**config.mk**
```make
export PLATFORM = sky130hd
export DESIGN_NAME = edge_event_scheduler
export DESIGN_NICKNAME = d
export VERILOG_FILES = /design/src/rtl/edge_sched_pkg.sv /design/src/rtl/edge_filter_ch.sv /design/src/rtl/edge_event_scheduler.sv
export SDC_FILE = /design/constraint.sdc
export NUM_CORES = 1
export LEC_CHECK = 0
export BUFFER_PORTS_ARGS = -buffer_cell sky130_fd_sc_hd__buf_2
export CORE_AREA = 3 3 88 90
export DETAILED_ROUTE_END_ITERATION = 6
export DIE_AREA = 0 0 91 93
export GPL_ROUTABILITY_DRIVEN = 0
export HOLD_SLACK_MARGIN = 0.05
export PLACE_DENSITY = 0.79
export SLEW_MARGIN = 20
export SYNTH_ARGS = -nofsm -noshare
export SYNTH_HDL_FRONTEND = slang
export SYNTH_SLANG_ARGS = --single-unit
```
**constraint.sdc**
```tcl
create_clock -name clk -period 4.95 [get_ports clk]
set_clock_uncertainty 0.05 [all_clocks]
set_input_delay 0.495 -clock clk [delete_from_list [all_inputs] [get_ports clk]]
set_output_delay 0.495 -clock clk [all_outputs]
set_load 0.02 [all_outputs]
```
**src/rtl/edge_sched_pkg.sv**
```systemverilog
// Shared defaults and helpers for the edge event scheduler.
//   NCH_DEF  : default number of input channels
//   FILT_DEF : default number of identical samples that accept a level change
//   CW_DEF   : default per-channel pulse counter width
//   CHW_DEF  : channel index width for the default channel count
//   RUN_W    : width of the filter run counter (holds FILT-1 for FILT <= 15)
//   rr_index : cyclic channel index base+offs, wrapped into 0..n-1
package edge_sched_pkg;

  localparam int NCH_DEF  = 4;
  localparam int FILT_DEF = 3;
  localparam int CW_DEF   = 8;
  localparam int CHW_DEF  = $clog2(NCH_DEF);
  localparam int RUN_W    = 4;

  // Both inputs are already below n, so one conditional subtract wraps them.
  function automatic int rr_index(input int base, input int offs, input int n);
    int s;
    s = base + offs;
    if (s >= n) s = s - n;
    return s;
  endfunction

endpackage

```
**src/rtl/edge_filter_ch.sv**
```systemverilog
// One input channel: glitch filter, qualified falling-edge strobe and the
// channel's pulse counter.
// Ports:
//   clk, reset_n : clock, asynchronous active-low reset
//   i_en         : enable; qualifies falls (filter tracks regardless)
//   i_clr        : synchronous counter clear, wins over a simultaneous fall
//   i_d          : raw input sample
//   o_fall       : qualified falling edge this cycle (filtered 1->0 with i_en)
//   o_cnt_nxt    : counter value including this cycle's increment
module edge_filter_ch
  import edge_sched_pkg::*;
#(
  parameter int FILT = FILT_DEF,
  parameter int CW   = CW_DEF
) (
  input  logic          clk,
  input  logic          reset_n,
  input  logic          i_en,
  input  logic          i_clr,
  input  logic          i_d,
  output logic          o_fall,
  output logic [CW-1:0] o_cnt_nxt
);

  logic             r_lvl;
  logic [RUN_W-1:0] r_run;
  logic [CW-1:0]    r_cnt;

  logic             w_accept;
  logic             w_fall;
  logic [CW-1:0]    w_cnt_nxt;

  // The level flips on the FILT-th consecutive differing sample: FILT-1 of
  // them are already counted in r_run and the current one is the last.
  assign w_accept  = (i_d != r_lvl) && (r_run == RUN_W'(FILT - 1));
  assign w_fall    = w_accept && r_lvl && i_en;
  assign w_cnt_nxt = w_fall ? (r_cnt + CW'(1)) : r_cnt;

  assign o_fall    = w_fall;
  assign o_cnt_nxt = w_cnt_nxt;

  always_ff @(posedge clk or negedge reset_n) begin
    if (!reset_n) begin
      r_lvl <= 1'b0;
      r_run <= '0;
      r_cnt <= '0;
    end else begin
      if (i_d == r_lvl) begin
        r_run <= '0;
      end else if (w_accept) begin
        r_lvl <= i_d;
        r_run <= '0;
      end else begin
        r_run <= r_run + RUN_W'(1);
      end
      r_cnt <= i_clr ? '0 : w_cnt_nxt;
    end
  end

endmodule

```
**src/rtl/edge_event_scheduler.sv**
```systemverilog
// Multi-channel filtered negative-edge event scheduler. Every channel has a
// glitch filter and pulse counter; qualified falls become pending events that
// a round-robin arbiter serializes onto one event port.
// Ports:
//   clk, reset_n : clock, asynchronous active-low reset
//   en           : global enable for new events and count increments
//   clr          : synchronous clear of counters, pending, drop and pointer
//   d            : raw pulse inputs
//   evt_valid/evt_ready : event handshake
//   evt_chan     : channel index of presented event
//   evt_count    : channel count captured when the event was granted
//   drop         : sticky per-channel lost-event flags
//
// Handshake: an event transfers on a rising edge where evt_valid and
// evt_ready are both 1. While evt_valid=1 and evt_ready=0, evt_chan and
// evt_count hold. The output register may reload in the same cycle that the
// current event is accepted, giving one event per cycle.
module edge_event_scheduler
  import edge_sched_pkg::*;
#(
  parameter int NCH  = NCH_DEF,
  parameter int FILT = FILT_DEF,
  parameter int CW   = CW_DEF
) (
  input  logic                    clk,
  input  logic                    reset_n,
  input  logic                    en,
  input  logic                    clr,
  input  logic [NCH-1:0]          d,
  output logic                    evt_valid,
  input  logic                    evt_ready,
  output logic [$clog2(NCH)-1:0]  evt_chan,
  output logic [CW-1:0]           evt_count,
  output logic [NCH-1:0]          drop
);

  localparam int CHW = $clog2(NCH);

  logic [NCH-1:0] w_fall;
  logic [CW-1:0]  w_cnt_nxt [NCH];

  for (genvar g = 0; g < NCH; g++) begin : g_ch
    edge_filter_ch #(
      .FILT (FILT),
      .CW   (CW)
    ) u_ch (
      .clk       (clk),
      .reset_n   (reset_n),
      .i_en      (en),
      .i_clr     (clr),
      .i_d       (d[g]),
      .o_fall    (w_fall[g]),
      .o_cnt_nxt (w_cnt_nxt[g])
    );
  end

  logic [NCH-1:0] r_pend;
  logic [NCH-1:0] r_drop;
  logic [CHW-1:0] r_ptr;
  logic           r_valid;
  logic [CHW-1:0] r_chan;
  logic [CW-1:0]  r_count;

  logic           w_free;
  logic           w_found;
  logic           w_fire;
  logic [CHW-1:0] w_idx;
  logic [NCH-1:0] w_gnt;

  assign w_free = ~r_valid | evt_ready;

  // First pending channel at or after r_ptr, searching cyclically.
  always_comb begin
    w_found = 1'b0;
    w_idx   = '0;
    for (int k = 0; k < NCH; k++) begin
      if (!w_found && r_pend[rr_index(int'(r_ptr), k, NCH)]) begin
        w_found = 1'b1;
        w_idx   = CHW'(rr_index(int'(r_ptr), k, NCH));
      end
    end
  end

  // No new grant during clr: pending is being wiped that same edge.
  assign w_fire = w_free & w_found & ~clr;
  assign w_gnt  = w_fire ? (NCH'(1) << w_idx) : '0;

  always_ff @(posedge clk or negedge reset_n) begin
    if (!reset_n) begin
      r_pend  <= '0;
      r_drop  <= '0;
      r_ptr   <= '0;
      r_valid <= 1'b0;
      r_chan  <= '0;
      r_count <= '0;
    end else begin
      if (clr) begin
        r_pend <= '0;
        r_drop <= '0;
        r_ptr  <= '0;
      end else begin
        // A fall on the channel being granted re-arms pending without a drop.
        r_pend <= (r_pend & ~w_gnt) | w_fall;
        r_drop <= r_drop | (w_fall & r_pend & ~w_gnt);
        if (w_fire) begin
          r_ptr <= (w_idx == CHW'(NCH - 1)) ? '0 : w_idx + CHW'(1);
        end
      end

      // An already presented event survives clr until it is accepted.
      if (w_fire) begin
        r_valid <= 1'b1;
        r_chan  <= w_idx;
        r_count <= w_cnt_nxt[w_idx];
      end else if (w_free) begin
        r_valid <= 1'b0;
      end
    end
  end

  assign evt_valid = r_valid;
  assign evt_chan  = r_chan;
  assign evt_count = r_count;
  assign drop      = r_drop;

endmodule

```
## After elaboration in Yosys (flattened, before gate mapping)

Index checks and enable logic that the tools add are counted.

| storage, ports and cells | value |
|---|---|
| flip-flop bits (word level) | 73 |
| output and inout bits | 15 |
| logic and storage cells | 148 |
| input bits | 9 |

| cells by class | value |
|---|---|
| muxes and demuxes | 51 |
| equal/unequal tests | 13 |
| bitwise logic cells | 16 |
| $add $sub $neg | 16 |
| shift operators | 1 |
| order comparisons | 9 |
| reductions and logical operators | 24 |

Operators by type and width:

| kind | number |
|---|---|
| $lt 32x4->1 const B | 4 |
| $mux 32 | 4 |
| $mux 8 | 10 |
| $mux 4 | 11 |
| $add 8x1->8 const B | 4 |
| $add 4x1->4 const B | 4 |
| $bmux 8 s2 | 1 |
| $eq 4x2->1 const B | 4 |
| $logic_and 1x1->1 | 15 |
| $mux 1 | 14 |
| $mux 2 | 7 |
| $and 4x4->4 | 3 |
| $ge 3x3->1 const B | 4 |
| $sub 3x3->4 const B | 3 |
| $bmux 1 s2 | 4 |
| $or 4x4->4 | 2 |
| $reduce_and 2->1 | 4 |
| $add 2x2->3 const B | 2 |
| $not 1->1 | 6 |
| $eq 1x1->1 | 4 |
| $ne 1x1->1 | 4 |
| $not 4->4 | 1 |
| $reduce_bool 2->1 | 2 |
| $shl 1x2->4 const A | 1 |
| other kinds (9) | 12 |

## Longest topological paths before layout

Gate-level depths: netlist of run 1.

| depth | value |
|---|---|
| depth after elaboration | 22 |
| mapped depth | 9 |
| gate-level depth less buffers | 8 |

## Cells and area by module

From an unflattened synthesis of run 1, not the netlist that was laid out.

| second synthesis, totals | value |
|---|---|
| cell total of the unflattened synthesis | 425 |
| area, all modules | 4172.8 sq um |

By module, submodules not included:

| module | cells each | seq. area each (sq um) | area an instance (sq um) | times used |
|---|---|---|---|---|
| edge_filter_ch (g_ch[1].u_ch ...) | 74 | 325.3 | 743.2 | 3 |
| edge_event_scheduler | 127 | 525.5 | 1168.6 | 1 |
| edge_filter_ch (g_ch[0].u_ch) | 76 | 325.3 | 774.5 | 1 |

## Least setup slack after synthesis of run 1

Ideal clock, no wire load.

| path | value |
|---|---|
| path kind | reg-to-reg |
| from | register g_ch[1].u_ch.r_run[0] |
| to | register r_count[4] (netlist: evt_count[4]) |
| required time | 4776 ps |
| setup slack | 2820 ps |
| clock period less this slack | 2130 ps |
| arrival time | 1956 ps |
| buffers on the path | 0 |
| cell stages (with the launch flop) | 9 |
| setup time | 124 ps |
| cells stage by stage | dfrtp_1 -> inv_1 -> ha_1 -> or3b_4 -> nor3_4 -> nand4_1 -> xor2_1 -> o22ai_1 -> a211o_1 |

| on the way | value |
|---|---|
| word-level cells in the longest chain between the ends | 8 |

Ends and longest elaborated chain:

| what | line | RTL |
|---|---|---|
| from (decl) | edge_filter_ch.sv:26 | `logic [RUN_W-1:0] r_run;` |
| from (signal assigned) | edge_filter_ch.sv:54 | `r_run <= r_run + RUN_W'(1);` |
| $eq 4x2->1 | edge_filter_ch.sv:35 | `assign w_accept = (i_d != r_lvl) && (r_run == RUN_W'(FILT - 1));` |
| $logic_and 1x1->1 | edge_filter_ch.sv:35 |  |
| $logic_and 1x1->1 (2 in a row) | edge_filter_ch.sv:36 | `assign w_fall = w_accept && r_lvl && i_en;` |
| $mux 8 | edge_filter_ch.sv:37 | `assign w_cnt_nxt = w_fall ? (r_cnt + CW'(1)) : r_cnt;` |
| $bmux 8 s2 | edge_event_scheduler.sv:114 | `r_count <= w_cnt_nxt[w_idx];` |
| $mux 8 (implied by the code) (2 in a row) | edge_event_scheduler.sv:114 |  |
| to (signal assigned) | edge_event_scheduler.sv:114 |  |
| to (decl) | edge_event_scheduler.sv:62 | `logic [CW-1:0] r_count;` |

No other way between the ends. The select of a mux whose other input is x is not followed.
A chain may end at the register's enable or synchronous reset.

## Worst setup path in the final report of run 1

| path | value |
|---|---|
| from | register r_ptr[1] |
| to | register r_ptr[1] |

| on the way | value |
|---|---|
| word-level cells in the longest chain between the ends | 19 |
| elaborated cells between the ends (all ways) | 49 |
| classes of those cells | 8 x add/sub; 4 x order compare; 1 x eq/ne; 27 x mux; 2 x bitwise; 7 x reduce/logical |

Ends and longest elaborated chain:

| what | line | RTL |
|---|---|---|
| from (decl) | edge_event_scheduler.sv:59 | `logic [CHW-1:0] r_ptr;` |
| from (signal assigned) | edge_event_scheduler.sv:106 | `r_ptr <= (w_idx == CHW'(NCH - 1)) ? '0 : w_idx + CHW'(1);` |
| parallel branches: the longest is 19 deep, another holds $sub 3x3->4 | - |  |

Several ways; the timed one is not identified. The select of a mux whose other input is x is not followed.

==> results summary, run 1 <==
The largest vdd supply drop is 0.000245 V. The endpoint class of the critical path is a flop. The die covers 8460 µm².

The worst setup path is launched from a flop. The analysis attributes to net switching a power of 441 µW. The initial core utilization came out at 0.509. The setup slack at placement is 2.30 ns. The clock slew seen by the registers of the worst setup and hold paths came out at 0.07 ns.

The width of the die came out at 91 µm. The share of total power dissipated in combinational logic is 0.198. In the synthesized netlist the dominant register cell turns out to be sky130_fd_sc_hd__dfrtp_1. The floorplan has 31 rows. The all-layer global routing usage is 0.181.

The total power consumption of the routed design is 1.41 mW. TritonCTS built the clock tree. Sorting the synthesized cells by area gives the leading types as sky130_fd_sc_hd__dfrtp_1, sky130_fd_sc_hd__nor2_1, sky130_fd_sc_hd__xnor2_1. The first detailed-routing pass took 4 iterations.

The final antenna-violating net count is 0. The number of inserted diodes came out at 0. The placed wire-length estimate after detailed placement came out at 5200 µm. The max-slew violation total from the final report came out at 0. The cell leakage power came out at 1.86 nW. The minimum clock period came out at 2.70 ns. The post-synthesis cell type with the largest combined area is sky130_fd_sc_hd__dfrtp_1. The number of design rule violations left after detail routing came out at 0.

The share of flip-flops with an asynchronous set or reset after synthesis is 1.00. Along the worst path, the maximum fanout reaches 16. The required arrival time at the worst endpoint is 5.14 ns.

The data arrival time at the worst-slack endpoint came out at 2.89 ns. The post-detailed-route via-to-cell ratio is 5.44. After floorplanning, the core was sized to cover 7140 µm². The number of different library cells in the post-synthesis netlist is 45.

For this run, global-route usage on met1 was measured as 0.225. The first global-routing pass estimated 12200 µm of wire. For hold timing, the worst endpoint is g_ch[2].u_ch.r_lvl. The clock insertion delay at the later pin of the skew report is 0.34 ns. The number of DRC markers after the initial detailed-route iteration is 182. Among all cell types in the netlist, the one instantiated most often is sky130_fd_sc_hd__dfrtp_1.

The routing layer with the top usage in global route is met2. The transition time at the pin with the least slew margin is 1.12 ns. The number of buffers inserted by port buffering is 23.

The per-instance average area after synthesis is 10.6 µm². The tree is rooted in a sky130_fd_sc_hd__clkbuf_8. The switching power as a share of total power is 0.313.

The routed layout has 2579 vias. The signed area change from the synthesized netlist to the final layout came out at 10.8%. The maximum number of pins on one net before global-route repair is 56.

The relative contribution of sequential cells to total power came out at 0.513. Cell internal power was estimated by the tool at 969 µW. In this run, synthesis inferred 0 flip-flops with an integrated enable. The synthesized netlist net count came out at 365. Yosys printed 0 warnings. Setup violations remaining at the end of the flow were counted as 0. Buffers added to address setup during post-CTS repair amount to 0.

The share of synthesized area occupied by flip-flops and latches is 0.503. Setup slack on the critical path of the routed design comes to 2.25 ns. Headroom to the max-slew limit came out at 0.253. The number of sinks driven by the clock tree came out at 73. After global routing the overflow that remains totals 0. The global routing usage on met3 is 0.0370. The overall routed net length is 7190 µm. The startpoint of the worst hold path is d[2].

CTS built an H-tree with a depth of 3. The capture instance of the worst register-to-register path is r_ptr[1]. The number of global-route vias before repair is 2603. The cell count after synthesis came out at 343.

The synthesized flop and latch total came out at 73. The placed standard-cell area came out at 3840 µm². The critical path start-end classification is reg2reg. The share of cells above drive strength 1 came out at 0.168. For this design, the slowest cell found on the critical path is sky130_fd_sc_hd__nor2_1. The final layout contains 392 nets. The signal on the critical path passes through mux2i_1 -> o22ai_1 -> nor2_1 -> inv_1 -> ha_1 -> a211oi_1.

The worst register-to-register path begins at r_ptr[1]. Derived from the worst setup path, the maximum achievable clock frequency is 370 MHz. Along the worst hold path, the cell count comes to 2. The mean routed wirelength per cell is 15.2 µm. Setup repair after global routing left no endpoint under its margin.

24 I/O pins were placed. The share of synthesized area in the top cell type comes to 0.503. The commonest cells after synthesis are sky130_fd_sc_hd__dfrtp_1, sky130_fd_sc_hd__nor2_1, sky130_fd_sc_hd__nand2_1, sky130_fd_sc_hd__xnor2_1, sky130_fd_sc_hd__xor2_1.

The clock network fraction of design power is 0.290. The sum of negative setup slack came out at 0 ns. The biggest cell delay along the critical path came out at 0.86 ns. Across the run, the number of max-cap violations was 0. Counting the buffers created by CTS gives 9. The flow ran to the end, and the final reports show no timing, DRC or antenna violations.

The number of antenna violations at the first check in global routing is 0. The final design area excluding fillers came out at 4020 µm². The cell area after synthesis is 3630 µm². The met2 layer usage reported by global route came out at 0.322. In this run the worst hold path is classified as in2reg. The height of the chip came out at 93 µm. The number of cell instances on the worst register-to-register path is 6. The power density over the cells is 350 nW/µm².

The number of gates resized after CTS was 0. Of the available clock period, the critical path in the final layout requires 0.546. The fill cell total of the finished layout came out at 630. The maximum root-to-sink buffer count is 2. The worst reg-to-reg setup slack is 2.25 ns. The hold violation total from the final report is 0.
==> repair_timing <==
action / 4_1_cts / 5_1_grt
hold buffers: 1 / 0
hold endpoints to repair: 18 / 0
endpoints found under the setup margin: 0 / 0
==> worst max-delay path, delay by kind of cell (launching register included) <==
family	cells	cell delay [ns]
compound gates	2	0.33
flops	1	0.43
simple gates	1	0.86
mux	1	0.23
buf+inv	1	0.32
fa+ha+maj	1	0.38
==> layout make-up <==
type	instances	area (µm²)	area share
clock buffer	11	141	0.0351
clock inverter	5	31.3	0.00778
inverter	10	37.5	0.00933
multi-input combinational	251	1730	0.430
sequential	73	1830	0.454
tap	99	124	0.0308
timing repair buffer	25	133	0.0330
==> placed cells by master, fill, tap and decap left out, types with 2 or more instances in the layout <==
| cell | synthesis | routed |
|---|---|---|
| sky130_fd_sc_hd__mux2_4 | 2 | 2 |
| sky130_fd_sc_hd__nor3_1 | 3 | 3 |
| sky130_fd_sc_hd__o22ai_1 | 6 | 6 |
| sky130_fd_sc_hd__o21ai_0 | 2 | 2 |
| sky130_fd_sc_hd__a21oi_1 | 8 | 8 |
| sky130_fd_sc_hd__nor2b_1 | 4 | 4 |
| sky130_fd_sc_hd__mux2_2 | 12 | 12 |
| sky130_fd_sc_hd__and4_1 | 4 | 4 |
| sky130_fd_sc_hd__and3_1 | 6 | 6 |
| sky130_fd_sc_hd__a211oi_1 | 4 | 4 |
| sky130_fd_sc_hd__nand4_1 | 8 | 8 |
| sky130_fd_sc_hd__clkbuf_8 | 0 | 10 |
| sky130_fd_sc_hd__a211o_1 | 3 | 3 |
| sky130_fd_sc_hd__nand3b_1 | 2 | 2 |
| sky130_fd_sc_hd__mux2i_1 | 5 | 5 |
| sky130_fd_sc_hd__xor2_1 | 20 | 20 |
| sky130_fd_sc_hd__nand2_1 | 21 | 21 |
| sky130_fd_sc_hd__inv_1 | 10 | 10 |
| sky130_fd_sc_hd__a21o_1 | 3 | 3 |
| sky130_fd_sc_hd__nor3_4 | 2 | 2 |
| sky130_fd_sc_hd__buf_2 | 2 | 23 |
| sky130_fd_sc_hd__xnor2_1 | 20 | 20 |
| sky130_fd_sc_hd__dfrtp_1 | 73 | 73 |
| sky130_fd_sc_hd__o221ai_1 | 2 | 2 |
| sky130_fd_sc_hd__nand2b_1 | 6 | 6 |
| sky130_fd_sc_hd__nor2_1 | 61 | 61 |
| sky130_fd_sc_hd__ha_1 | 13 | 13 |
| sky130_fd_sc_hd__clkinv_2 | 0 | 3 |
| sky130_fd_sc_hd__or3b_4 | 2 | 2 |
| sky130_fd_sc_hd__a31oi_1 | 3 | 3 |
| sky130_fd_sc_hd__nand3_1 | 13 | 13 |
| sky130_fd_sc_hd__or3_1 | 2 | 2 |
==> worst max-delay path by stage <==
stage | startpoint | endpoint | slack, ns | cells after the start
final | r_ptr[1] | r_ptr[1] | 2.25 | 6
after global routing | r_ptr[1] | r_ptr[1] | 2.03 | 6
after CTS | r_ptr[1] | r_ptr[1] | 2.30 | 6
after detailed placement | r_ptr[1] | r_ptr[1] | 2.30 | 6
after global placement | r_ptr[1] | r_ptr[1] | 2.51 | 6
after floorplan | g_ch[1].u_ch.r_run[0] | evt_count[4] | 2.82 | 8
==> per-stage QoR <==
stage	util	std cells	hold slack, ns
detailed placement	0.538	457	0.397
global placement	0.538	457	0.392
floorplan	-	343	0.149
finish	0.564	474	0.378
CTS	0.564	474	0.362
global route	0.564	474	0.380
==> logic make-up (layout without fill, tap and decap cells) <==
kind of cell,count (synthesis),in the layout,share of synthesized area
AND/OR/NAND/NOR,143,143,0.207
flip-flops,73,73,0.503
XOR/XNOR,40,40,0.0965
AO/OA/AOI/OAI,36,36,0.0686
multiplexers,19,19,0.0593
buffers and inverters,19,51,0.0203
adder cells (fa/ha/maj),13,13,0.0448
==> routing by layer <==
layer,wire (µm),vias up
met5,0,-
met2,3690,39
li1,-,1236
met3,236,5
met4,56,0
met1,3210,1299
==> state kept, by name (all words and copies together) (netlist names) <==
signal and count:
g_ch.u_ch.r_lvl 4, evt_count 8, r_ptr 2, evt_valid 1
evt_chan 2, drop 4, g_ch.u_ch.r_run 16, g_ch.u_ch.r_cnt 32
r_pend 4
==> power by group through the flow <==
| stage | clock [mW] | sequential (mW) | combinational [mW] |
|---|---|---|---|
| floorplan | 0 | 0.733 | 0.203 |
| global placement | 0 | 0.727 | 0.267 |
| detailed placement | 0 | 0.734 | 0.280 |
| CTS | 0.417 | 0.723 | 0.283 |
| global route | 0.440 | 0.732 | 0.321 |
| finish | 0.408 | 0.723 | 0.279 |
(Power assumes the default switching activity.)
==> run 2, diff against run 1 <==
--- a/config.mk
+++ b/config.mk
@@ -5,13 +5,14 @@
 export SDC_FILE = /design/constraint.sdc
 export NUM_CORES = 1
 export LEC_CHECK = 0
+export ABC_AREA = 1
 export BUFFER_PORTS_ARGS = -buffer_cell sky130_fd_sc_hd__buf_2
-export CORE_AREA = 3 3 88 90
+export CORE_AREA = 3 3 94 96
 export DETAILED_ROUTE_END_ITERATION = 6
-export DIE_AREA = 0 0 91 93
+export DIE_AREA = 0 0 97 99
 export GPL_ROUTABILITY_DRIVEN = 0
 export HOLD_SLACK_MARGIN = 0.05
-export PLACE_DENSITY = 0.79
+export PLACE_DENSITY = 0.78
 export SLEW_MARGIN = 20
 export SYNTH_ARGS = -nofsm -noshare
 export SYNTH_HDL_FRONTEND = slang
==> constraint.sdc (replaced) <==
create_clock -name clk -period 2.8 [get_ports clk]
set_clock_uncertainty 0.05 [all_clocks]
set_input_delay 0.28 -clock clk [delete_from_list [all_inputs] [get_ports clk]]
set_output_delay 0.28 -clock clk [all_outputs]
set_load 0.02 [all_outputs]
==> results summary, run 2 <==
The clock insertion delay at the later pin of the skew report came out at 0.34 ns. The largest vdd supply drop came out at 0.000327 V. The sum of negative setup slack came out at 0 ns. The most used standard cell by instance count after synthesis is sky130_fd_sc_hd__nand2_1. The synthesized design spends more area on one cell type than any other, namely sky130_fd_sc_hd__dfrtp_1.

For this run, the share of the core covered by cells in the final layout is 0.565. The number of nets handed over by synthesis was 563. The switching power as a share of total power is 0.325. The synthesized flop and latch total came out at 73.

The worst register-to-register path ends at drop[2]. The per-instance average area after synthesis came out at 7.63 µm². The HPWL after detailed placement is 6390 µm. The worst setup path is captured at a flop. Measured along the x axis, the die boundary spans 97 µm.

The placed standard-cell area is 4330 µm². Registers take 1830 µm². The share of flip-flops with an asynchronous set or reset after synthesis is 1.00. The power density over the cells came out at 675 nW/µm². The post-detailed-route via-to-cell ratio is 5.25. The number of cell instances on the worst register-to-register path is 12. The overall routed net length came out at 8610 µm. Clock-pin slew was measured on the worst setup and hold paths at 0.08 ns.

The first routing iteration left 232 violations. The least setup slack across all paths after layout is 0.386 ns. The clock tree synthesis step divided the H-tree into 3 levels. The wire length of the first global-routing pass came out at 15300 µm. Counting the buffers created by CTS gives 9. The highest clock rate is 414 MHz. The combinational share of power is 0.236. The worst setup path is of the reg2reg kind. The number of global-route vias before repair is 3430. The finished cells cover 4590 µm².

The number of different library cells in the post-synthesis netlist came out at 31. Synthesis handed over a netlist of 541 instances. By area the synthesized netlist is led by sky130_fd_sc_hd__dfrtp_1, sky130_fd_sc_hd__nand2_1, sky130_fd_sc_hd__nor2_1. Entering global routing, the biggest net connects 60 pins.

The number of gates resized after CTS is 0. Across all register-to-register paths, the minimum setup slack is 0.39 ns. The cell area after synthesis came out at 4130 µm².

For this run, the number of Yosys warnings is 0. The worst hold path cell count came out at 3. The remaining max-slew budget at the tightest pin came out at 0.698. STA classifies the critical path startpoint as a flop. The area of the core region is 8130 µm².

The max-slew violation total from the final report came out at 0. The switching power is 1.01 mW. The data arrival time at the worst-slack endpoint came out at 2.64 ns. The number of inserted diodes came out at 0.

The critical path starts at r_ptr[0]. The final antenna-violating net count came out at 0. The share of total power dissipated in sequential elements is 0.436. The cell leakage power came out at 2.42 nW.

The number of flip-flops in the largest register is 32. Summed over all layers, the global routing overflow is 0. The maximum root-to-sink buffer count is 2. Counting instances in the post-synthesis netlist gives the leading cell types as sky130_fd_sc_hd__nand2_1, sky130_fd_sc_hd__nor2_1, sky130_fd_sc_hd__dfrtp_1, sky130_fd_sc_hd__inv_1, sky130_fd_sc_hd__nand3_1. The count of vias placed by the detailed router is 3537.

The fill cell total of the finished layout came out at 701. Setup repair after global routing left no endpoint under its margin. The required arrival time at the worst endpoint is 3.02 ns. Setup violations remaining at the end of the flow were counted as 0.

In this run, synthesis inferred 0 flip-flops with an integrated enable. Following the worst setup path forward leads to its endpoint at drop[2]. The number of sinks driven by the clock tree is 73. g_ch.u_ch.r_cnt holds more flip-flops than any other register.

The mean routed wirelength per cell came out at 12.8 µm. The worst register-to-register path begins at r_ptr[0]. The pre-antenna-repair detailed-routing pass consisted of 4 iterations.

The area fraction of the dominant cell type after synthesis is 0.443. The number of design rule violations left after detail routing came out at 0. Dividing the final minimum period by the clock period gives 0.862. Input and output buffers added on the ports amount to 23. The hold violation total from the final report was 0. The initial core utilization came out at 0.507. In the synthesized netlist the dominant register cell turns out to be sky130_fd_sc_hd__dfrtp_1. The number of ports placed on the die boundary is 24. The clock tree from TritonCTS is yes. The net total in the final layout came out at 586. Leaving out fill and tap cells, the most frequent cell in the layout is sky130_fd_sc_hd__nand2_1. The number of antenna violations at the first check in global routing was 0.

The multi-input combinational cells in the finished layout cover a total of 1980 µm². The run finished with clean final reports. From synthesis to final layout, the design area changed by 11.3%.

In the layout the commonest cells are sky130_fd_sc_hd__nand2_1, sky130_fd_sc_hd__nor2_1, sky130_fd_sc_hd__dfrtp_1. Along the worst path, the maximum fanout reaches 18. The minimum clock period is 2.41 ns. The share of cells above drive strength 1 is 0.109.

CTS placed an instance of sky130_fd_sc_hd__clkbuf_8 at the clock tree root. In this run the vertical extent of the chip is 99 µm. The share of total power dissipated in the clock network is 0.327.

The setup slack at placement came out at 0.447 ns. The worst hold path belongs to the class in2reg. The max-cap violation count is 0. The die footprint came out at 9600 µm². The total power consumption of the routed design came out at 3.10 mW. In the global route stage, overall resource usage came out at 0.192.

The transition time at the pin with the least slew margin is 0.448 ns. The internal power component came out at 2.09 mW. The placement row count came out at 33. The share of synthesized area occupied by flip-flops and latches came out at 0.443.
-- run 2: changes by cell type after synthesis, sizes merged, moves of 12 or more --
cell / change
buf: +12
inv: +47
nand2: +124
nand3: +36
nand4: +16
mux2: -14
nor2: +32
xnor2: -13
-- run 2: cell families (layout without fill, tap and decap cells) --
family,Yosys count,in the layout,synth area share
simple gates,317,317,0.333
buf+inv,75,103,0.0770
flops,73,73,0.443
xor+xnor,29,29,0.0616
mux,2,2,0.00485
fa+ha+maj,13,13,0.0394
compound gates,32,32,0.0409
-- run 2: per-layer routing --
layer  track usage  up-vias  wire (µm)
li1              -     1762          -
met1         0.247     1683       3920
met2         0.324       81       4210
met3        0.0432       11        369
met4        0.0605        0        114
met5             0        -          0
-- run 2: cell type report --
type                            instances  area share
Tap cell                              105      0.0286
Timing Repair Buffer                   30      0.0398
Multi-Input combinational cell        393       0.431
Clock inverter                          6      0.0251
Clock buffer                           10      0.0300
Sequential cell                        73       0.398
Inverter                               57      0.0477
-- run 2: through the flow --
stage / hold WS [ns] / std cells
2_1_floorplan: -0.0656 / 541
3_3_place_gp: 0.163 / 657
3_5_place_dp: 0.167 / 657
4_1_cts: 0.165 / 674
5_1_grt: 0.206 / 674
6_report: 0.178 / 674
-- run 2: power by group through the flow --
stage	logic (mW)	registers, mW	clock network, mW
final	0.732	1.35	1.01
after CTS	0.741	1.35	1.03
after global placement	0.710	1.36	0
after floorplan	0.463	1.42	0
after global routing	0.851	1.38	1.07
after detailed placement	0.737	1.37	0
-- run 2: worst min-delay path by stage --
stage | start | slack (ns) | endpoint
6_report | d[0] | 0.18 | g_ch[0].u_ch.r_lvl
5_1_grt | d[0] | 0.21 | g_ch[0].u_ch.r_lvl
4_1_cts | d[2] | 0.17 | g_ch[2].u_ch.r_lvl
3_5_place_dp | reset_n | 0.17 | g_ch[1].u_ch.r_run[0]
3_3_place_gp | reset_n | 0.16 | g_ch[1].u_ch.r_run[0]
2_1_floorplan | reset_n | -0.07 | drop[0]
-- run 2: worst max-delay path, cell delays in order (launching register included) --
cell and delay, ns:
sky130_fd_sc_hd__dfrtp_1 0.53, sky130_fd_sc_hd__inv_6 0.16, sky130_fd_sc_hd__nand2_1 0.09, sky130_fd_sc_hd__nand3_1 0.09, sky130_fd_sc_hd__nand2_1 0.12, sky130_fd_sc_hd__nand2_1 0.13
sky130_fd_sc_hd__nand2_1 0.07, sky130_fd_sc_hd__nand2_2 0.28, sky130_fd_sc_hd__nand3_4 0.27, sky130_fd_sc_hd__ha_1 0.27, sky130_fd_sc_hd__nand2_1 0.09, sky130_fd_sc_hd__nand3_1 0.08
sky130_fd_sc_hd__a21oi_1 0.12
-- run 2: timing repair --
action	in CTS	in global routing
buffers inserted	0	0
hold buffers	1	0
endpoints found under the hold margin	14	0
==> run 3, diff against run 2 <==
--- a/config.mk
+++ b/config.mk
@@ -5,14 +5,13 @@
 export SDC_FILE = /design/constraint.sdc
 export NUM_CORES = 1
 export LEC_CHECK = 0
-export ABC_AREA = 1
 export BUFFER_PORTS_ARGS = -buffer_cell sky130_fd_sc_hd__buf_2
-export CORE_AREA = 3 3 94 96
+export CORE_AREA = 3 3 88 90
 export DETAILED_ROUTE_END_ITERATION = 6
-export DIE_AREA = 0 0 97 99
+export DIE_AREA = 0 0 91 93
 export GPL_ROUTABILITY_DRIVEN = 0
 export HOLD_SLACK_MARGIN = 0.05
-export PLACE_DENSITY = 0.78
+export PLACE_DENSITY = 0.79
 export SLEW_MARGIN = 20
 export SYNTH_ARGS = -nofsm -noshare
 export SYNTH_HDL_FRONTEND = slang
==> results summary, run 3 (synthesis gave the netlist of run 1 again) <==
The fill cell total of the finished layout came out at 623. The mean routed wirelength per cell came out at 14.8 µm. Leaving out fill and tap cells, the most frequent cell in the layout is sky130_fd_sc_hd__dfrtp_1.

After floorplanning, the core was sized to cover 7140 µm². STA classifies the critical path endpoint as a flop. The total grt overflow came out at 0. The height of the chip came out at 93 µm. The hold violation total from the final report is 0.

The worst path needs 2.28 ns of the cycle, external delays included. The number of antenna diodes in the final layout is 0. The number of setup violations in the final report came out at 0. The floorplan step set the die width to 91 µm. The number of antenna violations at the first check in global routing is 0. The clock insertion delay at the later pin of the skew report came out at 0.35 ns.

The tree built by TritonCTS fans out to 73 sinks. The post-detailed-route via-to-cell ratio is 5.36. In the final layout, the share of cells above drive strength 1 is 0.182. The signed area change from the synthesized netlist to the final layout came out at 13.4%.

Leaving out fill and tap cells, the most frequent cells in the layout are sky130_fd_sc_hd__dfrtp_1, sky130_fd_sc_hd__nor2_1, sky130_fd_sc_hd__buf_2. The power density over the cells came out at 657 nW/µm². The routed design has 7090 µm of wire. The largest register by flop count is g_ch.u_ch.r_cnt.

The total power consumption of the routed design came out at 2.70 mW. The largest vdd supply drop is 0.000466 V. After detailed routing, the number of remaining DRC violations is 0. Clock tree synthesis inserted a total of 9 buffers.

The number of gates resized after CTS is 0. The final standard cell utilization of the core is 0.577. In this run the worst hold path is classified as in2reg. 24 I/O pins were placed. The placed wire-length estimate after detailed placement came out at 5230 µm. The required arrival time at the worst endpoint is 2.98 ns. In this run the deepest clock path goes through 2 buffers.

The flow ran to the end, and the final reports show no timing, DRC or antenna violations. The wire length of the first global-routing pass came out at 12200 µm. Entering global routing, the biggest net connects 43 pins.

The highest clock rate came out at 438 MHz. The max-slew violation total from the final report is 0. The die covers 8460 µm².

The net total in the final layout came out at 397. STA classifies the critical path startpoint as a flop. The number of buffers inserted by port buffering is 23.

The tree is rooted in a sky130_fd_sc_hd__clkbuf_8. In this run the core area contains 31 standard-cell rows. Setup repair after global routing left no endpoint under its margin. The final design area excluding fillers is 4120 µm².

The transition time at the pin with the least slew margin came out at 0.884 ns. The remaining max-slew budget at the tightest pin came out at 0.411. TritonCTS built the clock tree.

The clock slew seen by the registers of the worst setup and hold paths is 0.08 ns. The largest fanout on the critical path is 6. The number of DRC markers after the initial detailed-route iteration is 153. The placed standard-cell area came out at 3880 µm². The data arrival time at the worst-slack endpoint came out at 2.46 ns. The register with the most flip-flops in the layout has 32 of them. The max-cap violation count came out at 0. The sum of negative setup slack is 0 ns.

The number of global-route vias before repair came out at 2560. The final antenna-violating net count came out at 0. The share of the clock period used by the worst path after layout is 0.816.

The initial core utilization is 0.509. The cell leakage power came out at 1.91 nW. The first detailed-routing pass ran for 4 iterations. The detailed router placed 2569 vias in this run. The H-tree depth is 3.

The critical path in this run is classified as reg2reg. The all-layer global routing usage is 0.184.
## run 3: worst max-delay path: stages, from the launching register on
cell and delay [ns]:
sky130_fd_sc_hd__dfrtp_1 0.40, sky130_fd_sc_hd__inv_1 0.06, sky130_fd_sc_hd__ha_1 0.20, sky130_fd_sc_hd__nor3b_2 0.15
sky130_fd_sc_hd__buf_4 0.15, sky130_fd_sc_hd__and2_0 0.25, sky130_fd_sc_hd__and4_1 0.28, sky130_fd_sc_hd__xnor2_1 0.24
sky130_fd_sc_hd__o22ai_1 0.11, sky130_fd_sc_hd__a211o_1 0.27
## run 3: worst paths after layout
check,from,end,slack [ns],depth (start not counted)
max,g_ch[0].u_ch.r_run[0],evt_count[4],0.52,9
min,d[0],g_ch[0].u_ch.r_lvl,0.15,2
max reg2reg,g_ch[0].u_ch.r_run[0],evt_count[4],0.52,9
min reg2reg,evt_count[2],evt_count[2],0.42,1
max in group asynchronous,reset_n,g_ch[2].u_ch.r_cnt[6],1.38,3
min in group asynchronous,reset_n,drop[0],0.55,2
## run 3: area by class of cell
cell class | instances | area (µm²) | share of cell area
timing repair buffer | 30 | 170 | 0.0413
clock inverter | 5 | 77.6 | 0.0188
inverter | 10 | 37.5 | 0.00912
clock buffer | 11 | 151 | 0.0368
tap | 99 | 124 | 0.0301
multi-input combinational | 251 | 1730 | 0.420
sequential | 73 | 1830 | 0.444
## run 3: report_power, final
| part | internal (mW) | switching [mW] |
|---|---|---|
| sequential | 1.17 | 0.104 |
| combinational | 0.208 | 0.296 |
| clock | 0.547 | 0.377 |
## run 3: through the flow
| stage | worst slack [ns] | std cells | hold slack [ns] |
|---|---|---|---|
| 2_1_floorplan | 0.670 | 343 | -0.0656 |
| 3_3_place_gp | 0.563 | 462 | 0.395 |
| 3_5_place_dp | 0.541 | 462 | 0.411 |
| 4_1_cts | 0.508 | 479 | 0.130 |
| 5_1_grt | 0.275 | 479 | 0.143 |
| 6_report | 0.516 | 479 | 0.152 |
## run 3: routing by layer
layer / vias up / GRT usage / wire [µm]
met2: 44 / 0.286 / 3370
met1: 1270 / 0.250 / 3290
met3: 12 / 0.0410 / 292
li1: 1243 / - / -
met4: 0 / 0.0754 / 130
met5: - / 0 / 0
## run 3: repair_timing
item | 4_1_cts | 5_1_grt
hold buffers | 1 | 0
setup buffers | 0 | 0
endpoints found under the setup margin | 0 | 0
hold endpoints to repair | 40 | 0
